$ cat config.mk
export PLATFORM = sky130hd
export DESIGN_NAME = quadrilatero_lsu_arbiter_flat
export DESIGN_NICKNAME = d
export VERILOG_FILES = /design/src/rtl/quadrilatero_lsu_arbiter_pkg.sv /design/src/rtl/quadrilatero_lsu_arbiter_if.sv /design/src/rtl/quadrilatero_lsu_arbiter_rr.sv /design/src/rtl/quadrilatero_lsu_arbiter.sv /design/src/flat_wrapper.sv
export SDC_FILE = /design/constraint.sdc
export NUM_CORES = 1
export LEC_CHECK = 0
export BUFFER_PORTS_ARGS = -buffer_cell sky130_fd_sc_hd__buf_2
export CAP_MARGIN = 15
export CORE_MARGIN = 3
export CORE_UTILIZATION = 46
export DETAILED_ROUTE_END_ITERATION = 6
export GPL_ROUTABILITY_DRIVEN = 0
export HOLD_SLACK_MARGIN = 0.05
export PLACE_DENSITY_LB_ADDON = 0.15
export RECOVER_POWER = 100
export SYNTH_ARGS = -nofsm -noshare
export SYNTH_HDL_FRONTEND = slang
export SYNTH_SLANG_ARGS = --single-unit
$ cat constraint.sdc
create_clock -name clk_i -period 4.45 [get_ports clk_i]
set_clock_uncertainty 0.15 [all_clocks]
set_input_delay 0.2225 -clock clk_i [delete_from_list [all_inputs] [get_ports clk_i]]
set_output_delay 0.2225 -clock clk_i [all_outputs]
set_load 0.02 [all_outputs]
$ cat src/rtl/quadrilatero_lsu_arbiter_pkg.sv
// Shared types for the LSU arbiter slice: the LSU instruction and configuration
// records, the arbiter FSM states and the performance-counter width.
package quadrilatero_pkg;

    // Load/store instruction handed to the LSU
    typedef struct packed {
        logic [2:0]  opcode;
        logic [3:0]  vreg;
        logic [31:0] addr;
    } lsu_instr_t;

    // CSR configuration that travels with each instruction
    typedef struct packed {
        logic [31:0] stride;
        logic [7:0]  rows;
    } lsu_conf_t;

    typedef enum logic [1:0] {
        ARB_IDLE,
        ARB_SETTLE,
        ARB_RUN
    } lsu_arb_state_e;

    localparam int unsigned LSU_ARB_CNT_W = 32;

    // Saturating increment for the performance counters
    function automatic logic [LSU_ARB_CNT_W-1:0] sat_inc(input logic [LSU_ARB_CNT_W-1:0] v);
        return (&v) ? v : v + LSU_ARB_CNT_W'(1);
    endfunction

endpackage

$ cat src/rtl/quadrilatero_lsu_arbiter_if.sv
// Bus between the LSU issue queues, the LSU arbiter and the LSU.
// QUADRILATERO_LSU_ARB_PERF_EN adds the performance-counter outputs.
interface quadrilatero_lsu_arbiter_if #(
    parameter int unsigned N_REQ = 2
);
    import quadrilatero_pkg::*;

    localparam int unsigned IDX_W = (N_REQ > 1) ? $clog2(N_REQ) : 1;

    logic [N_REQ-1:0]              req_i;
    lsu_instr_t [N_REQ-1:0]        instr_i;
    lsu_conf_t  [N_REQ-1:0]        conf_i;
    logic [N_REQ-1:0]              gnt_o;
    logic                          busy_o;
    logic                          start_o;
    lsu_instr_t                    instr_o;
    lsu_conf_t                     conf_o;
    logic [IDX_W-1:0]              owner_o;
    logic                          lsu_busy_i;
`ifdef QUADRILATERO_LSU_ARB_PERF_EN
    logic [LSU_ARB_CNT_W-1:0]       perf_busy_cycles_o;
    logic [N_REQ*LSU_ARB_CNT_W-1:0] perf_stall_cycles_o;

    modport slave (
        input  req_i, instr_i, conf_i, lsu_busy_i,
        output gnt_o, busy_o, start_o, instr_o, conf_o, owner_o,
               perf_busy_cycles_o, perf_stall_cycles_o
    );
    modport master (
        output req_i, instr_i, conf_i, lsu_busy_i,
        input  gnt_o, busy_o, start_o, instr_o, conf_o, owner_o,
               perf_busy_cycles_o, perf_stall_cycles_o
    );
`else
    modport slave (
        input  req_i, instr_i, conf_i, lsu_busy_i,
        output gnt_o, busy_o, start_o, instr_o, conf_o, owner_o
    );
    modport master (
        output req_i, instr_i, conf_i, lsu_busy_i,
        input  gnt_o, busy_o, start_o, instr_o, conf_o, owner_o
    );
`endif

endinterface

$ cat src/rtl/quadrilatero_lsu_arbiter_rr.sv
// Combinational round-robin pick: first set request at or after ptr_i, wrapping.
module quadrilatero_rr_arbiter #(
    parameter int unsigned N     = 2,
    parameter int unsigned IDX_W = (N > 1) ? $clog2(N) : 1
) (
    input  logic [N-1:0]     req_i,
    input  logic [IDX_W-1:0] ptr_i,
    output logic [N-1:0]     gnt_o,
    output logic [IDX_W-1:0] idx_o
);

    logic             found;
    logic [IDX_W-1:0] cand;

    // Scan from the pointer, wrapping, and take the first pending slot
    always_comb begin
        gnt_o = '0;
        idx_o = '0;
        found = 1'b0;
        cand  = '0;
        for (int i = 0; i < N; i++) begin
            cand = IDX_W'((int'(ptr_i) + i) % N);
            if (!found && req_i[cand]) begin
                found       = 1'b1;
                gnt_o[cand] = 1'b1;
                idx_o       = cand;
            end
        end
    end

endmodule

$ cat src/rtl/quadrilatero_lsu_arbiter.sv
// Shares one LSU between N_REQ issue controllers. Grants one request at a time
// round-robin, pulses start_o, and holds the granted instruction/config until
// the LSU drops busy. QUADRILATERO_LSU_ARB_PERF_EN adds busy/stall counters.
module quadrilatero_lsu_arbiter
    import quadrilatero_pkg::*;
#(
    parameter int unsigned N_REQ  = 2,
    parameter int unsigned SETTLE = 1
) (
    input logic                       clk_i,
    input logic                       rst_ni,
    quadrilatero_lsu_arbiter_if.slave lsu_if
);

    localparam int unsigned IDX_W  = (N_REQ > 1) ? $clog2(N_REQ) : 1;
    localparam int unsigned SCNT_W = (SETTLE > 1) ? $clog2(SETTLE) : 1;

    lsu_arb_state_e    state_q;
    logic [SCNT_W-1:0] cnt_q;
    logic [IDX_W-1:0]  ptr_q;
    logic [IDX_W-1:0]  owner_q;
    logic [N_REQ-1:0]  gnt_q;
    logic              start_q;
    lsu_instr_t        instr_q;
    lsu_conf_t         conf_q;

    logic [N_REQ-1:0]  win_gnt;
    logic [IDX_W-1:0]  win_idx;
    logic [IDX_W-1:0]  ptr_nxt;
    logic              can_issue;

    quadrilatero_rr_arbiter #(.N(N_REQ), .IDX_W(IDX_W)) i_rr (
        .req_i (lsu_if.req_i),
        .ptr_i (ptr_q),
        .gnt_o (win_gnt),
        .idx_o (win_idx)
    );

    assign can_issue = (|lsu_if.req_i) & ~lsu_if.lsu_busy_i;
    assign ptr_nxt   = (win_idx == IDX_W'(N_REQ - 1)) ? '0 : win_idx + IDX_W'(1);

    // Arbitration FSM: grant and start are one-cycle pulses; the granted payload
    // stays latched. busy_i is ignored while the LSU is still settling.
    always_ff @(posedge clk_i or negedge rst_ni) begin
        if (!rst_ni) begin
            state_q <= ARB_IDLE;
            cnt_q   <= '0;
            ptr_q   <= '0;
            owner_q <= '0;
            gnt_q   <= '0;
            start_q <= 1'b0;
            instr_q <= '0;
            conf_q  <= '0;
        end else begin
            gnt_q   <= '0;
            start_q <= 1'b0;
            case (state_q)
                ARB_IDLE: begin
                    if (can_issue) begin
                        instr_q <= lsu_if.instr_i[win_idx];
                        conf_q  <= lsu_if.conf_i[win_idx];
                        owner_q <= win_idx;
                        gnt_q   <= win_gnt;
                        start_q <= 1'b1;
                        ptr_q   <= ptr_nxt;
                        cnt_q   <= SCNT_W'(SETTLE - 1);
                        state_q <= ARB_SETTLE;
                    end
                end
                ARB_SETTLE: begin
                    if (cnt_q == '0) state_q <= ARB_RUN;
                    else             cnt_q   <= cnt_q - SCNT_W'(1);
                end
                ARB_RUN: begin
                    if (!lsu_if.lsu_busy_i) state_q <= ARB_IDLE;
                end
                default: state_q <= ARB_IDLE;
            endcase
        end
    end

    assign lsu_if.gnt_o   = gnt_q;
    assign lsu_if.start_o = start_q;
    assign lsu_if.instr_o = instr_q;
    assign lsu_if.conf_o  = conf_q;
    assign lsu_if.owner_o = owner_q;
    // A busy LSU seen while idle also blocks requesters
    assign lsu_if.busy_o  = (state_q != ARB_IDLE) | lsu_if.lsu_busy_i;

`ifdef QUADRILATERO_LSU_ARB_PERF_EN
    logic [LSU_ARB_CNT_W-1:0]             perf_busy_q, perf_busy_d;
    logic [N_REQ-1:0][LSU_ARB_CNT_W-1:0]  perf_stall_q, perf_stall_d;

    // Next counter values: busy counts non-idle cycles, stall counts unserved requests
    always_comb begin
        perf_busy_d  = (state_q != ARB_IDLE) ? sat_inc(perf_busy_q) : perf_busy_q;
        perf_stall_d = perf_stall_q;
        for (int r = 0; r < N_REQ; r++) begin
            if (lsu_if.req_i[r] && !gnt_q[r]) perf_stall_d[r] = sat_inc(perf_stall_q[r]);
        end
    end

    // Counter registers
    always_ff @(posedge clk_i or negedge rst_ni) begin
        if (!rst_ni) begin
            perf_busy_q  <= '0;
            perf_stall_q <= '0;
        end else begin
            perf_busy_q  <= perf_busy_d;
            perf_stall_q <= perf_stall_d;
        end
    end

    assign lsu_if.perf_busy_cycles_o  = perf_busy_q;
    assign lsu_if.perf_stall_cycles_o = perf_stall_q;
`endif

endmodule

$ cat src/flat_wrapper.sv
// flat-port wrapper written by rule: the top's interface ports become plain ports
module quadrilatero_lsu_arbiter_flat import quadrilatero_pkg::*;
#(
    parameter int unsigned N_REQ  = 2,
    parameter int unsigned SETTLE = 1
)
  (clk_i, rst_ni, lsu_if_req_i, lsu_if_instr_i, lsu_if_conf_i, lsu_if_lsu_busy_i, lsu_if_gnt_o, lsu_if_busy_o, lsu_if_start_o, lsu_if_instr_o, lsu_if_conf_o, lsu_if_owner_o);
  quadrilatero_lsu_arbiter_if #(.N_REQ(N_REQ)) lsu_if_i ();
  input logic clk_i;
  input logic rst_ni;
  input wire logic [$bits(lsu_if_i.req_i)-1:0] lsu_if_req_i;
  input wire logic [$bits(lsu_if_i.instr_i)-1:0] lsu_if_instr_i;
  input wire logic [$bits(lsu_if_i.conf_i)-1:0] lsu_if_conf_i;
  input wire logic [$bits(lsu_if_i.lsu_busy_i)-1:0] lsu_if_lsu_busy_i;
  output wire logic [$bits(lsu_if_i.gnt_o)-1:0] lsu_if_gnt_o;
  output wire logic [$bits(lsu_if_i.busy_o)-1:0] lsu_if_busy_o;
  output wire logic [$bits(lsu_if_i.start_o)-1:0] lsu_if_start_o;
  output wire logic [$bits(lsu_if_i.instr_o)-1:0] lsu_if_instr_o;
  output wire logic [$bits(lsu_if_i.conf_o)-1:0] lsu_if_conf_o;
  output wire logic [$bits(lsu_if_i.owner_o)-1:0] lsu_if_owner_o;
  assign lsu_if_i.req_i = lsu_if_req_i;
  assign lsu_if_i.instr_i = lsu_if_instr_i;
  assign lsu_if_i.conf_i = lsu_if_conf_i;
  assign lsu_if_i.lsu_busy_i = lsu_if_lsu_busy_i;
  assign lsu_if_gnt_o = lsu_if_i.gnt_o;
  assign lsu_if_busy_o = lsu_if_i.busy_o;
  assign lsu_if_start_o = lsu_if_i.start_o;
  assign lsu_if_instr_o = lsu_if_i.instr_o;
  assign lsu_if_conf_o = lsu_if_i.conf_o;
  assign lsu_if_owner_o = lsu_if_i.owner_o;
  quadrilatero_lsu_arbiter #(.N_REQ(N_REQ), .SETTLE(SETTLE)) u_core (.clk_i(clk_i), .rst_ni(rst_ni), .lsu_if(lsu_if_i));
endmodule
* After elaboration in Yosys (flattened, before gate mapping)
Index checks and enable logic that the tools add are counted.
Storage, ports and cells: output and inout port bits 84, bits in registers 87, word-level logic and storage cells 68
Cells by class: $lt $le $gt $ge 5, reductions and logical operators 11, eq/ne operators 5, add/sub/neg operators 3, bitwise operators 4, muxes and demuxes 29
Operators by type and width (count):
- 40-bit 2-to-1 mux | 2
- 39-bit 2-to-1 mux | 2
- 1-bit 2-to-1 mux | 14
- 2-bit 2-to-1 mux | 7
- 1-bit by 2-bit less-than comparator with 1-bit output (second input constant) | 3
- 2-bit case mux with 3 select lines | 1
- 2-bit != test (second input constant) | 2
- 2-bit AND reduction | 2
- 2-bit nonzero test | 2
- 1-bit logical AND | 3
- 3-bit AND reduction | 1
- 1-bit adder (second input constant) | 2
- 1-bit demux with 1-bit select | 2
- 2-bit by 1-bit equality test with 1-bit output (second input constant) | 1
- 2-bit equality test (second input constant) | 1
- 1-bit greater-or-equal comparator (second input constant) | 2
- 2-bit logical NOT | 1
- 2-bit by 1-bit != test with 1-bit output (second input constant) | 1
- 2-bit bitwise OR | 1
- 1-bit case mux with 2 select lines | 1
- 2-bit OR reduction | 1
- 1-bit bitwise AND | 1
- 1-bit logical NOT | 1
- 1-bit NOT | 1
- 2 further kinds | 2

* Logic depth before layout (Yosys ltp)
Gate-level depths: netlist of the first run.
depth after elaboration 9, depth in mapped cells 6, mapped depth without buffers 4

* Cells and area by module
From an unflattened synthesis of the first run, not the netlist that was laid out.
Unflattened totals: cell total of the unflattened synthesis 278, area, all modules 4204.0 µm²
By module, submodules not included:
- quadrilatero_lsu_arbiter | area an instance 4174.0 µm², times used 1, cells each 274
- quadrilatero_rr_arbiter | area an instance 30.0 µm², times used 1, cells each 4

* Worst setup path after synthesis of the first run
OpenSTA, ideal clock, no wires.
path kind flip-flop to flip-flop, start register u_core.state_q[0], end register u_core.instr_q, in the netlist u_core.lsu_if.instr_o[10], path slack 2.865 ns, buffers on the path 2, setup time 0.126 ns, stages on the path, launching flop included 6, data arrival time 1.309 ns, cells stage by stage dfrtp_1 nor3_4 o21ai_1 buf_2 buf_2 a221o_1
Between the ends: word-level cells in the longest chain between the ends 2
Ends and longest elaborated chain:
- start, declared | RTL line quadrilatero_lsu_arbiter.sv:18 | lsu_arb_state_e state_q;
- start signal, assigned | RTL line quadrilatero_lsu_arbiter.sv:46 | state_q <= ARB_IDLE;
- start signal, assigned | RTL line quadrilatero_lsu_arbiter.sv:67 | state_q <= ARB_SETTLE;
- start signal, assigned | RTL line quadrilatero_lsu_arbiter.sv:71 | if (cnt_q == '0) state_q <= ARB_RUN;
- 2-bit logical NOT | RTL line quadrilatero_lsu_arbiter.sv:57 | case (state_q)
- 2-bit AND reduction (no line)
- end signal, assigned | RTL line quadrilatero_lsu_arbiter.sv:60 | instr_q <= lsu_if.instr_i[win_idx];
- end, declared | RTL line quadrilatero_lsu_arbiter.sv:24 | lsu_instr_t instr_q;
No other way between the ends. A chain may end at the register's enable or synchronous reset.

* Worst setup path after layout of the first run
start input lsu_if_lsu_busy_i, end output lsu_if_busy_o
Between the ends: word-level cells in the longest chain between the ends 1
Ends and longest elaborated chain:
- start, declared | RTL line flat_wrapper.sv:14 | input wire logic [$bits(lsu_if_i.lsu_busy_i)-1:0] lsu_if_lsu_busy_i;
- 1-bit bitwise OR | RTL line quadrilatero_lsu_arbiter.sv:88 | assign lsu_if.busy_o = (state_q != ARB_IDLE) | lsu_if.lsu_busy_i;
- end, declared | RTL line flat_wrapper.sv:16 | output wire logic [$bits(lsu_if_i.busy_o)-1:0] lsu_if_busy_o;
No other way between the ends.

==> flow_summary_export.csv, run 1 <==
group,metric,value,unit
placed_design,dpl.hpwl,8590,um
logic_synthesis,synthCells,380,
clock_network,ctsResizeCount,0,
floorplan,fp.dieH,98.9,um
final_layout,drive_gt1_share,26.8,%
power,power.density,584,nW/um2
routing,finalWirelength,14100,um
global_routing,grt_pass1_vias,4463,
sta,hold_slack,0.123,ns
floorplan,dieArea,9780,um2
final_layout,syn_to_final_growth,52.5,%
clock_network,clock-sinks,86,
critical_path,worstSetupPathType,"in -> out",
final_layout,final_common_cell,"buf_2",
clock_network,clockBufferDepth,2,
sta,period_needed,3.26,ns
clock_network,cts_buffers,9,
global_routing,grt_max_degree,87,
routing,avgViaCountPerCell,5.63,
critical_path,cp-start-kind,"input pin",
placed_design,io_buffers,246,
flow_run,cap_viol_max_count,4,
logic_synthesis,synth-seq-cells,86,
clock_network,clk_latency,0.34,ns
logic_synthesis,syn-num-nets,543,
sta,hold_viol_final,0,
global_routing,grt_use_total,28.2,%
clock_network,post-cts-setup-buffers,0,
sta,worstMarginPinSlew,2.17,ns
routing,drc,0,
routing,initialDrtViolationCount,309,
floorplan,core,8300,um2
logic_synthesis,synthDistinctLibCells,16,
floorplan,fp-row-count,33,
final_layout,nets,844,
logic_synthesis,avgSynthCellArea,10.4,um2
power,leakage,2.83,nW
critical_path,rrSetupSlack,1.29,ns
hold_path,hp-class,"in -> reg",
global_routing,grt_antenna_before_repair,1,
clock_network,cts_root_buffer,"clkbuf_8",
run_status,violations,"max-capacitance violations, max-slew violations",
sta,clock.fmax,307,MHz
global_routing,gr-total-overflow,0,
critical_path,worstPathArrival,2.89,ns
sta,rsz0062_at_grt,"no",
floorplan,boundaryPins,247,
sta,setup_violations,0,
routing,vias,4446,
logic_synthesis,syn-cell-area,3970,um2
clock_network,htreeDepth,3,
power,ir_drop,0.323,mV
critical_path,path_max_fanout,46,
sta,drv_slew,134,
critical_path,critPathCaptureType,"output pin",
routing,drtAntennaViolNets,0,
routing,post_drt_wl_per_cell,17.8,um
final_layout,final_cells,789,
logic_synthesis,ys_seq_area_share,54.2,%
routing,drt_first_pass_iters,4,
global_routing,grt_pass1_wl,22000,um
clock_network,path_clk_slew,0.08,ns
critical_path,worstPathRequired,4.08,ns
floorplan,chipWidth,98.9,um
floorplan,initial_core_util,47.8,%
clock_network,cts_tree,"yes",
run_status,outcome,"finished, violations left",
sta,final.setup.tns,0,ns
final_layout,final_cell_mix,"160 x buf_2, 88 x clkbuf_1, 86 x dfrtp_1, 81 x nand2_1, 81 x dlygate4sd3_1",
sta,slew_headroom,-44.6,%
placed_design,dp.cells,693,
sta,finalCritPeriodShare,73.3,%
logic_synthesis,yosysWarnings,0,
==> sequential cells by signal, indices dropped and copies added, names as in the netlist <==
register	count
u_core.ptr_q	1
u_core.lsu_if.start_o	1
u_core.lsu_if.owner_o	1
u_core.state_q	2
u_core.lsu_if.conf_o	40
u_core.lsu_if.gnt_o	2
u_core.lsu_if.instr_o	39
==> critical path: stages <==
cell and delay, ns:
dlygate4sd3_1 0.52, clkbuf_1 0.17, nor3_4 0.07, inv_1 1.07, buf_4 0.54, clkbuf_1 0.28
==> path summary, 6_finish.rpt <==
kind | from | endpoint | depth (start not counted)
max | lsu_if_lsu_busy_i | lsu_if_busy_o | 6
min | lsu_if_instr_i[59] | u_core.lsu_if.instr_o[20] | 4
max reg2reg | u_core.state_q[0] | u_core.lsu_if.instr_o[21] | 4
min reg2reg | u_core.lsu_if.owner_o | u_core.lsu_if.owner_o | 1
max in group asynchronous | rst_ni | u_core.lsu_if.instr_o[34] | 2
min in group asynchronous | rst_ni | u_core.lsu_if.instr_o[24] | 2
==> Yosys cell counts, drive strengths merged <==
master	n	share of area, %
a21o	2	0.38
a221o	79	20
and3	1	0.16
buf	24	4.4
clkbuf	20	1.9
dfrtp	86	54
inv	3	0.28
mux2i	1	0.25
nand2	81	7.7
nor2b	1	0.16
nor3	80	10
nor3b	1	0.19
o21ai	1	0.13
==> routing by layer <==
layer | global-route usage [%] | routed length, um
met1 | 34.9 | 5320
met3 | 5.73 | 1070
met4 | 14.0 | 607
met5 | 0 | 0
met2 | 46.7 | 7050
==> where the power goes <==
| group | switching (mW) | internal [mW] | total (mW) |
|---|---|---|---|
| clock | 0.251 | 0.265 | 0.516 |
| sequential | 0.240 | 1.16 | 1.40 |
| combinational | 1.04 | 0.584 | 1.62 |
==> repair_timing <==
| item | 4_1_cts | 5_1_grt |
|---|---|---|
| endpoints found under the hold margin | 166 | 0 |
| hold buffers | 81 | 0 |
| endpoints found under the setup margin | 0 | 0 |
==> through the flow <==
step	instance area, um2	utilization (%)	total power, mW	setup WS (ns)
after floorplan	3970	-	2.42	2.86
after global placement	5150	62.1	3.01	2.03
after detailed placement	5150	62.1	3.04	1.96
after CTS	6140	73.9	3.62	1.79
after global routing	6050	72.9	3.72	1.01
final	6050	72.9	3.54	1.19
==> layout make-up <==
cell class,count,area [um2]
Clock inverter,2,35.0
Clock buffer,11,141
Multi-Input combinational cell,247,1580
Antenna cell,1,2.50
Timing Repair Buffer,334,2000
Inverter,3,11.3
Tap cell,105,131
Fill cell,665,2250
Sequential cell,86,2150
==> kinds of logic (layout without fill, tap and decap cells) <==
| family | count (synthesis) | count (layout) | synth area share, % |
|---|---|---|---|
| compound gates | 82 | 82 | 20.4 |
| buf+inv | 47 | 350 | 6.53 |
| flops | 86 | 86 | 54.2 |
| mux | 1 | 1 | 0.252 |
| other cells | 0 | 1 | 0 |
| simple gates | 164 | 164 | 18.5 |
(Power assumes the default switching activity.)
==> inputs of run 2 (changes only) <==
--- a/config.mk
+++ b/config.mk
@@ -5,10 +5,11 @@
 export SDC_FILE = /design/constraint.sdc
 export NUM_CORES = 1
 export LEC_CHECK = 0
+export ABC_AREA = 1
 export BUFFER_PORTS_ARGS = -buffer_cell sky130_fd_sc_hd__buf_2
 export CAP_MARGIN = 15
 export CORE_MARGIN = 3
-export CORE_UTILIZATION = 46
+export CORE_UTILIZATION = 39
 export DETAILED_ROUTE_END_ITERATION = 6
 export GPL_ROUTABILITY_DRIVEN = 0
 export HOLD_SLACK_MARGIN = 0.05
==> constraint.sdc (replaced) <==
create_clock -name clk_i -period 2.9 [get_ports clk_i]
set_clock_uncertainty 0.15 [all_clocks]
set_input_delay 0.145 -clock clk_i [delete_from_list [all_inputs] [get_ports clk_i]]
set_output_delay 0.145 -clock clk_i [all_outputs]
set_load 0.02 [all_outputs]
==> run 2 against run 1 <==
Clock-buffer cell count is 1 lower. Non-clock buffer count is 83 higher. Clock power is 88% higher. Flip-flop and latch count stayed put. Largest cell class is now non-clock buffers. Final area is 16% higher. Global-route usage is 1.7 points lower. Worst hold slack better by 0.21 ns. The run now ends clean.
==> flow_summary_export.csv, run 2 <==
group,metric,value,unit
global_routing,grt_antenna_before_repair,0,
clock_network,cts_root_buffer,"clkbuf_8",
final_layout,drive_gt1_share,22.2,%
floorplan,core,9860,um2
flow_run,cap_viol_max_count,0,
floorplan,dieArea,11400,um2
floorplan,fp-row-count,36,
logic_synthesis,synth_top_cell_by_area,"dfrtp_1",
clock_network,htreeDepth,3,
floorplan,boundaryPins,247,
clock_network,clk_latency,0.34,ns
sta,final.setup.tns,0,ns
clock_network,path_clk_slew,0.08,ns
sta,hold_viol_final,0,
run_status,outcome,"completed",
logic_synthesis,yosysWarnings,0,
routing,avgViaCountPerCell,5.18,
logic_synthesis,ys_seq_area_share,54.1,%
routing,drc,0,
sta,clock.fmax,358,MHz
floorplan,chipWidth,107,um
global_routing,grt_pass1_wl,24300,um
sta,worst_slack,0.105,ns
logic_synthesis,syn-cell-area,3980,um2
floorplan,initial_core_util,40.3,%
sta,slew_headroom,34.3,%
critical_path,crit_chain,"dlygate4sd3_1, buf_2, inv_2, nand2_1, dlygate4sd3_1, nand3_2, buf_4, nand2_1, nand3_1, dlygate4sd3_1",
global_routing,grt_use_total,26.4,%
logic_synthesis,avgSynthCellArea,8.44,um2
sta,finalCritPeriodShare,96.4,%
critical_path,path_max_fanout,49,
sta,drv_slew,0,
logic_synthesis,synth-seq-cells,86,
placed_design,dpl.hpwl,8530,um
critical_path,cp-start-kind,"input pin",
critical_path,slowest_stage,"dlygate4sd3_1",
clock_network,clock-sinks,86,
routing,finalWirelength,15500,um
final_layout,fill_cells,782,
clock_network,ctsResizeCount,0,
logic_synthesis,synth.top_cells.by_count,"238 x nand3_1, 90 x nand2_1, 86 x dfrtp_1, 28 x buf_2, 8 x buf_4",
logic_synthesis,synth_most_common_cell,"nand3_1",
critical_path,critPathCaptureType,"flop",
sta,period_needed,2.79,ns
final_layout,final_cell_mix,"237 x nand3_1, 163 x dlygate4sd3_1, 162 x buf_2, 89 x nand2_1, 86 x dfrtp_1",
logic_synthesis,yosys.area.top_type_share,54.1,%
logic_synthesis,syn-num-nets,634,
routing,vias,5141,
sta,setup_violations,0,
sta,rsz0062_at_grt,"no",
clock_network,cts_tree,"yes",
global_routing,grt_max_degree,87,
final_layout,final_common_cell,"nand3_1",
logic_synthesis,synthDistinctLibCells,13,
sta,worstMarginPinSlew,0.985,ns
final_layout,largest_register_ffs,40,
final_layout,antenna_cells,0,
final_layout,nets,1020,
final_layout,syn_to_final_growth,75.8,%
power,ir_drop,0.616,mV
critical_path,worstPathRequired,3.04,ns
floorplan,fp.dieH,107,um
placed_design,io_buffers,246,
critical_path,max_stage_delay,0.56,ns
clock_network,clockBufferDepth,2,
logic_synthesis,synth_area_leaders,"dfrtp_1 54%, nand3_1 30%, nand2_1 8.5%",
global_routing,gr-total-overflow,0,
routing,post_drt_wl_per_cell,15.6,um
critical_path,worstSetupPathType,"in -> reg",
global_routing,grt_pass1_vias,5026,
logic_synthesis,synth-main-ff-cell,"dfrtp_1",
clock_network,cts_buffers,9,
hold_path,hp-class,"reg -> reg",
critical_path,worstPathArrival,2.94,ns
power,power.density,936,nW/um2
routing,drt_first_pass_iters,5,
critical_path,cp_common_cell,"dlygate4sd3_1",
logic_synthesis,synthArstFlopShare,100,%
logic_synthesis,synthCells,471,
routing,initialDrtViolationCount,595,
power,leakage,3.44,nW
routing,drtAntennaViolNets,0,
placed_design,post-place-ws,1.06,ns
logic_synthesis,synth_edf_count,0,
## run 2: cell count changes in the layout (fill, tap and decap cells not counted), sizes merged, moves of 7 or more
| cell | before | now |
|---|---|---|
| a221o | 79 | 0 |
| dlygate4sd3 | 81 | 163 |
| inv | 3 | 10 |
| nand2 | 81 | 91 |
| nand3 | 0 | 238 |
| nor3 | 80 | 0 |
## run 2: metrics by stage
| stage | power (mW) | area, um2 | cells | util, % | hold slack [ns] |
|---|---|---|---|---|---|
| final | 6.54 | 6990 | 993 | 70.9 | 0.329 |
| after floorplan | 3.77 | 3980 | 471 | - | -0.301 |
| after CTS | 6.62 | 7090 | 991 | 71.9 | 0.329 |
| after detailed placement | 4.71 | 5250 | 815 | 53.2 | 0.238 |
| after global placement | 4.66 | 5250 | 815 | 53.2 | 0.230 |
| after global routing | 6.97 | 6990 | 993 | 70.9 | 0.361 |
## run 2: path summary, 6_finish.rpt
kind | slack [ns] | end | cells past startpoint | startpoint
setup / recovery | 0.11 | u_core.lsu_if.conf_o[37] | 10 | lsu_if_req_i[1]
hold / removal | 0.33 | u_core.lsu_if.owner_o | 2 | u_core.lsu_if.owner_o
setup reg to reg | 0.18 | u_core.lsu_if.instr_o[9] | 7 | u_core.state_q[1]
hold reg to reg | 0.33 | u_core.lsu_if.owner_o | 2 | u_core.lsu_if.owner_o
max in group asynchronous | 0.31 | u_core.lsu_if.instr_o[23] | 4 | rst_ni
min in group asynchronous | 0.76 | u_core.lsu_if.conf_o[37] | 3 | rst_ni
## run 2: cell type report
type                    instances  area (um2)  area share (%)
repair buffers                417        2830            40.5
flip-flops and latches         86        2150            30.8
multi-input cells             333        1580            22.6
well taps                     133         166            2.38
clock buffers                  10         128            1.83
clock inverters                 4        97.6            1.40
inverters                      10        37.5           0.537
## run 2: worst max-delay path, delay by kind of cell
family                 cells  cell delay [ns]
buffers and inverters      6             2.33
AND/OR/NAND/NOR            4             0.45
## run 2: metal layers
metal  vias up  track usage [%]  wire (um)
met2       267             45.2       7770
met4         0             11.1        503
met1      2446             31.9       5960
met3        47             6.14       1250
li1       2381                -          -
met5         -                0          0
## run 2: power by group
| group | switching (mW) | internal, mW | total (mW) |
|---|---|---|---|
| clock | 0.407 | 0.563 | 0.970 |
| combinational | 1.96 | 1.52 | 3.48 |
| sequential | 0.333 | 1.76 | 2.09 |
| total | 2.70 | 3.84 | 6.54 |
## run 2: logic make-up (layout without fill, tap and decap cells)
logic type,after synthesis,in the layout,share of synthesized area [%]
AO/OA/AOI/OAI,2,2,0.346
buffers and inverters,52,441,6.54
flip-flops,86,86,54.1
AND/OR/NAND/NOR,331,331,39.0
## run 2: what timing repair did
item                      in CTS  in global routing
hold buffers                 162                  1
setup buffers                  0                  0
hold endpoints to repair     167                 13
==> inputs of run 3 (changes only) <==
--- a/config.mk
+++ b/config.mk
@@ -8,13 +8,16 @@
 export ABC_AREA = 1
 export BUFFER_PORTS_ARGS = -buffer_cell sky130_fd_sc_hd__buf_2
 export CAP_MARGIN = 15
+export CELL_PAD_IN_SITES_DETAIL_PLACEMENT = 1
+export CELL_PAD_IN_SITES_GLOBAL_PLACEMENT = 2
 export CORE_MARGIN = 3
-export CORE_UTILIZATION = 39
+export CORE_UTILIZATION = 20
 export DETAILED_ROUTE_END_ITERATION = 6
 export GPL_ROUTABILITY_DRIVEN = 0
 export HOLD_SLACK_MARGIN = 0.05
 export PLACE_DENSITY_LB_ADDON = 0.15
 export RECOVER_POWER = 100
+export REMOVE_ABC_BUFFERS = 1
 export SYNTH_ARGS = -nofsm -noshare
 export SYNTH_HDL_FRONTEND = slang
 export SYNTH_SLANG_ARGS = --single-unit
==> run 3 against run 2 <==
Cell count is 13% higher. Wire length is 14% higher. Sequential share of layout area is 1.3 points lower. Total power is 7.3% higher. Critical path type is now reg -> reg. Largest power group unchanged.
==> flow_summary_export.csv, run 3 (synthesis results as in run 2) <==
group,metric,value,unit
critical_path,worstPathArrival,2.69,ns
floorplan,boundaryPins,247,
power,leakage,3.51,nW
placed_design,io_buffers,246,
clock_network,clk_latency,0.34,ns
global_routing,gr-total-overflow,0,
power,switchingPower,2.81,mW
routing,dr_wl_met3,1280,um
critical_path,cp_num_buf_inv,2,
power,p_seq_share,29.7,%
clock_network,cts_root_buffer,"clkbuf_16",
critical_path,path_max_fanout,34,
placed_design,dp.cells,944,
floorplan,fp.dieH,147,um
power,clock_power_share,19.8,%
sta,hold_viol_final,0,
routing,post_drt_wl_per_cell,15.8,um
power,switching_share,40.0,%
routing,met2_wirelength,8740,um
final_layout,drive_gt1_share,22.5,%
sta,worstMarginPinSlew,1.16,ns
routing,drc,0,
sta,period_needed,2.56,ns
routing,drt_first_pass_iters,4,
critical_path,max_stage_delay,0.58,ns
final_layout,final_core_util,38.2,%
critical_path,crit_chain,"nand2_1, nand2_2, buf_4, nand3_1, nand3_1, dlygate4sd3_1",
hold_path,hp-class,"reg -> reg",
floorplan,initial_core_util,20.8,%
clock_network,htreeDepth,3,
critical_path,worstPathRequired,3.03,ns
routing,initialDrtViolationCount,200,
global_routing,grt_antenna_before_repair,1,
final_layout,final_common_cell,"nand3_1",
routing,met1_length,7350,um
global_routing,grt_pass1_vias,5762,
power,comb_power_share,50.6,%
critical_path,path_delay_family,"buffers and inverters",
clock_network,clockBufferDepth,2,
global_routing,grt_pass1_wl,29200,um
clock_network,cts_buffers,9,
power,ir_drop,0.343,mV
critical_path,slowest_stage,"nand2_2",
routing,drtAntennaViolNets,0,
floorplan,dieArea,21600,um2
global_routing,grt_max_degree,84,
sta,clock.fmax,391,MHz
clock_network,cts_tree,"yes",
sta,drv_slew,0,
power,power.density,962,nW/um2
routing,vias,5032,
routing,finalWirelength,17700,um
placed_design,dpl.hpwl,11400,um
power,intPower,4.21,mW
final_layout,final_cell_mix,"237 x nand3_1, 161 x buf_2, 160 x dlygate4sd3_1, 89 x nand2_1, 87 x clkbuf_1",
run_status,outcome,"completed",
final_layout,nets,1019,
floorplan,core,19100,um2
clock_network,clock-sinks,86,
floorplan,chipWidth,147,um
final_layout,regArea,2150,um2
sta,final.setup.tns,0,ns
clock_network,ctsResizeCount,0,
critical_path,cp_common_cell,"nand3_1",
clock_network,path_clk_slew,0.07,ns
critical_path,critPathCaptureType,"flop",
final_layout,fill_cells,2384,
sta,finalCritPeriodShare,88.3,%
final_layout,syn_to_final_growth,83.7,%
final_layout,final_cells,1122,
routing,avgViaCountPerCell,4.48,
final_layout,multiInputGateArea,1590,um2
critical_path,worstSetupPathType,"reg -> reg",
final_layout,largest_register_ffs,40,
sta,slew_headroom,22.7,%
floorplan,fp-row-count,50,
critical_path,cp-start-kind,"flop",
sta,setup_violations,0,
flow_run,cap_viol_max_count,0,
routing,top_layer_used,"met5",
sta,rsz0062_at_grt,"no",
global_routing,grt_use_total,16.4,%
-- run 3: cell count changes in the layout (fill, tap and decap cells not counted), moves of 2 or more --
cell	previous run	this run
clkbuf_1	85	87
buf_12	1	4
clkbuf_16	0	9
clkbuf_8	9	2
clkbuf_4	2	0
dlygate4sd3_1	163	160
-- run 3: what timing repair did --
| action | CTS | global route |
|---|---|---|
| endpoints found under the hold margin | 122 | 0 |
| setup buffers | 0 | 0 |
| hold buffers | 160 | 0 |
-- run 3: cell type report --
type / instances / share of cell area, %
Inverter: 10 / 0.514
Clock inverter: 3 / 1.23
Antenna cell: 1 / 0.0343
Clock buffer: 13 / 3.56
Multi-Input combinational cell: 333 / 21.7
Sequential cell: 86 / 29.5
Timing Repair Buffer: 416 / 39.0
Tap cell: 260 / 4.45
-- run 3: path summary, 6_finish.rpt --
kind | start | to | slack [ns] | cells past startpoint
min in group asynchronous | rst_ni | u_core.lsu_if.conf_o[33] | 0.39 | 2
max reg2reg | u_core.ptr_q | u_core.lsu_if.conf_o[3] | 0.34 | 6
min reg2reg | u_core.lsu_if.owner_o | u_core.lsu_if.owner_o | 0.33 | 2
max | u_core.ptr_q | u_core.lsu_if.conf_o[3] | 0.34 | 6
min | u_core.lsu_if.owner_o | u_core.lsu_if.owner_o | 0.33 | 2
max in group asynchronous | rst_ni | u_core.lsu_if.instr_o[18] | 0.51 | 3
-- run 3: power by group through the flow --
stage	Combinational (mW)	Sequential, mW	Clock (mW)
2_1_floorplan	0.938	2.73	0
3_3_place_gp	2.74	2.08	0
3_5_place_dp	2.80	2.08	0
4_1_cts	3.71	2.08	1.44
5_1_grt	3.89	2.16	1.50
6_report	3.55	2.08	1.39
-- run 3: worst min-delay path, cell delays in order (launching register included) --
cell and delay [ns]:
dfrtp_1 0.35, nand2_1 0.06, nand2_1 0.05
-- run 3: per-layer routing --
| metal | vias up | global-route usage [%] |
|---|---|---|
| li1 | 2381 | - |
| met1 | 2467 | 19.0 |
| met2 | 164 | 29.1 |
| met3 | 18 | 4.81 |
| met4 | 2 | 5.50 |
| met5 | - | 0 |
-- run 3: per-stage QoR --
| stage | worst slack (ns) | hold WS, ns | cell area [um2] | power (mW) |
|---|---|---|---|---|
| 6_report | 0.341 | 0.329 | 7300 | 7.02 |
| 5_1_grt | 0.0839 | 0.370 | 7300 | 7.55 |
| 4_1_cts | 0.131 | 0.212 | 7400 | 7.23 |
| 3_5_place_dp | 0.689 | 0.0586 | 5450 | 4.87 |
| 3_3_place_gp | 0.731 | 0.0509 | 5450 | 4.82 |
| 2_1_floorplan | 0.0752 | -0.301 | 3750 | 3.67 |
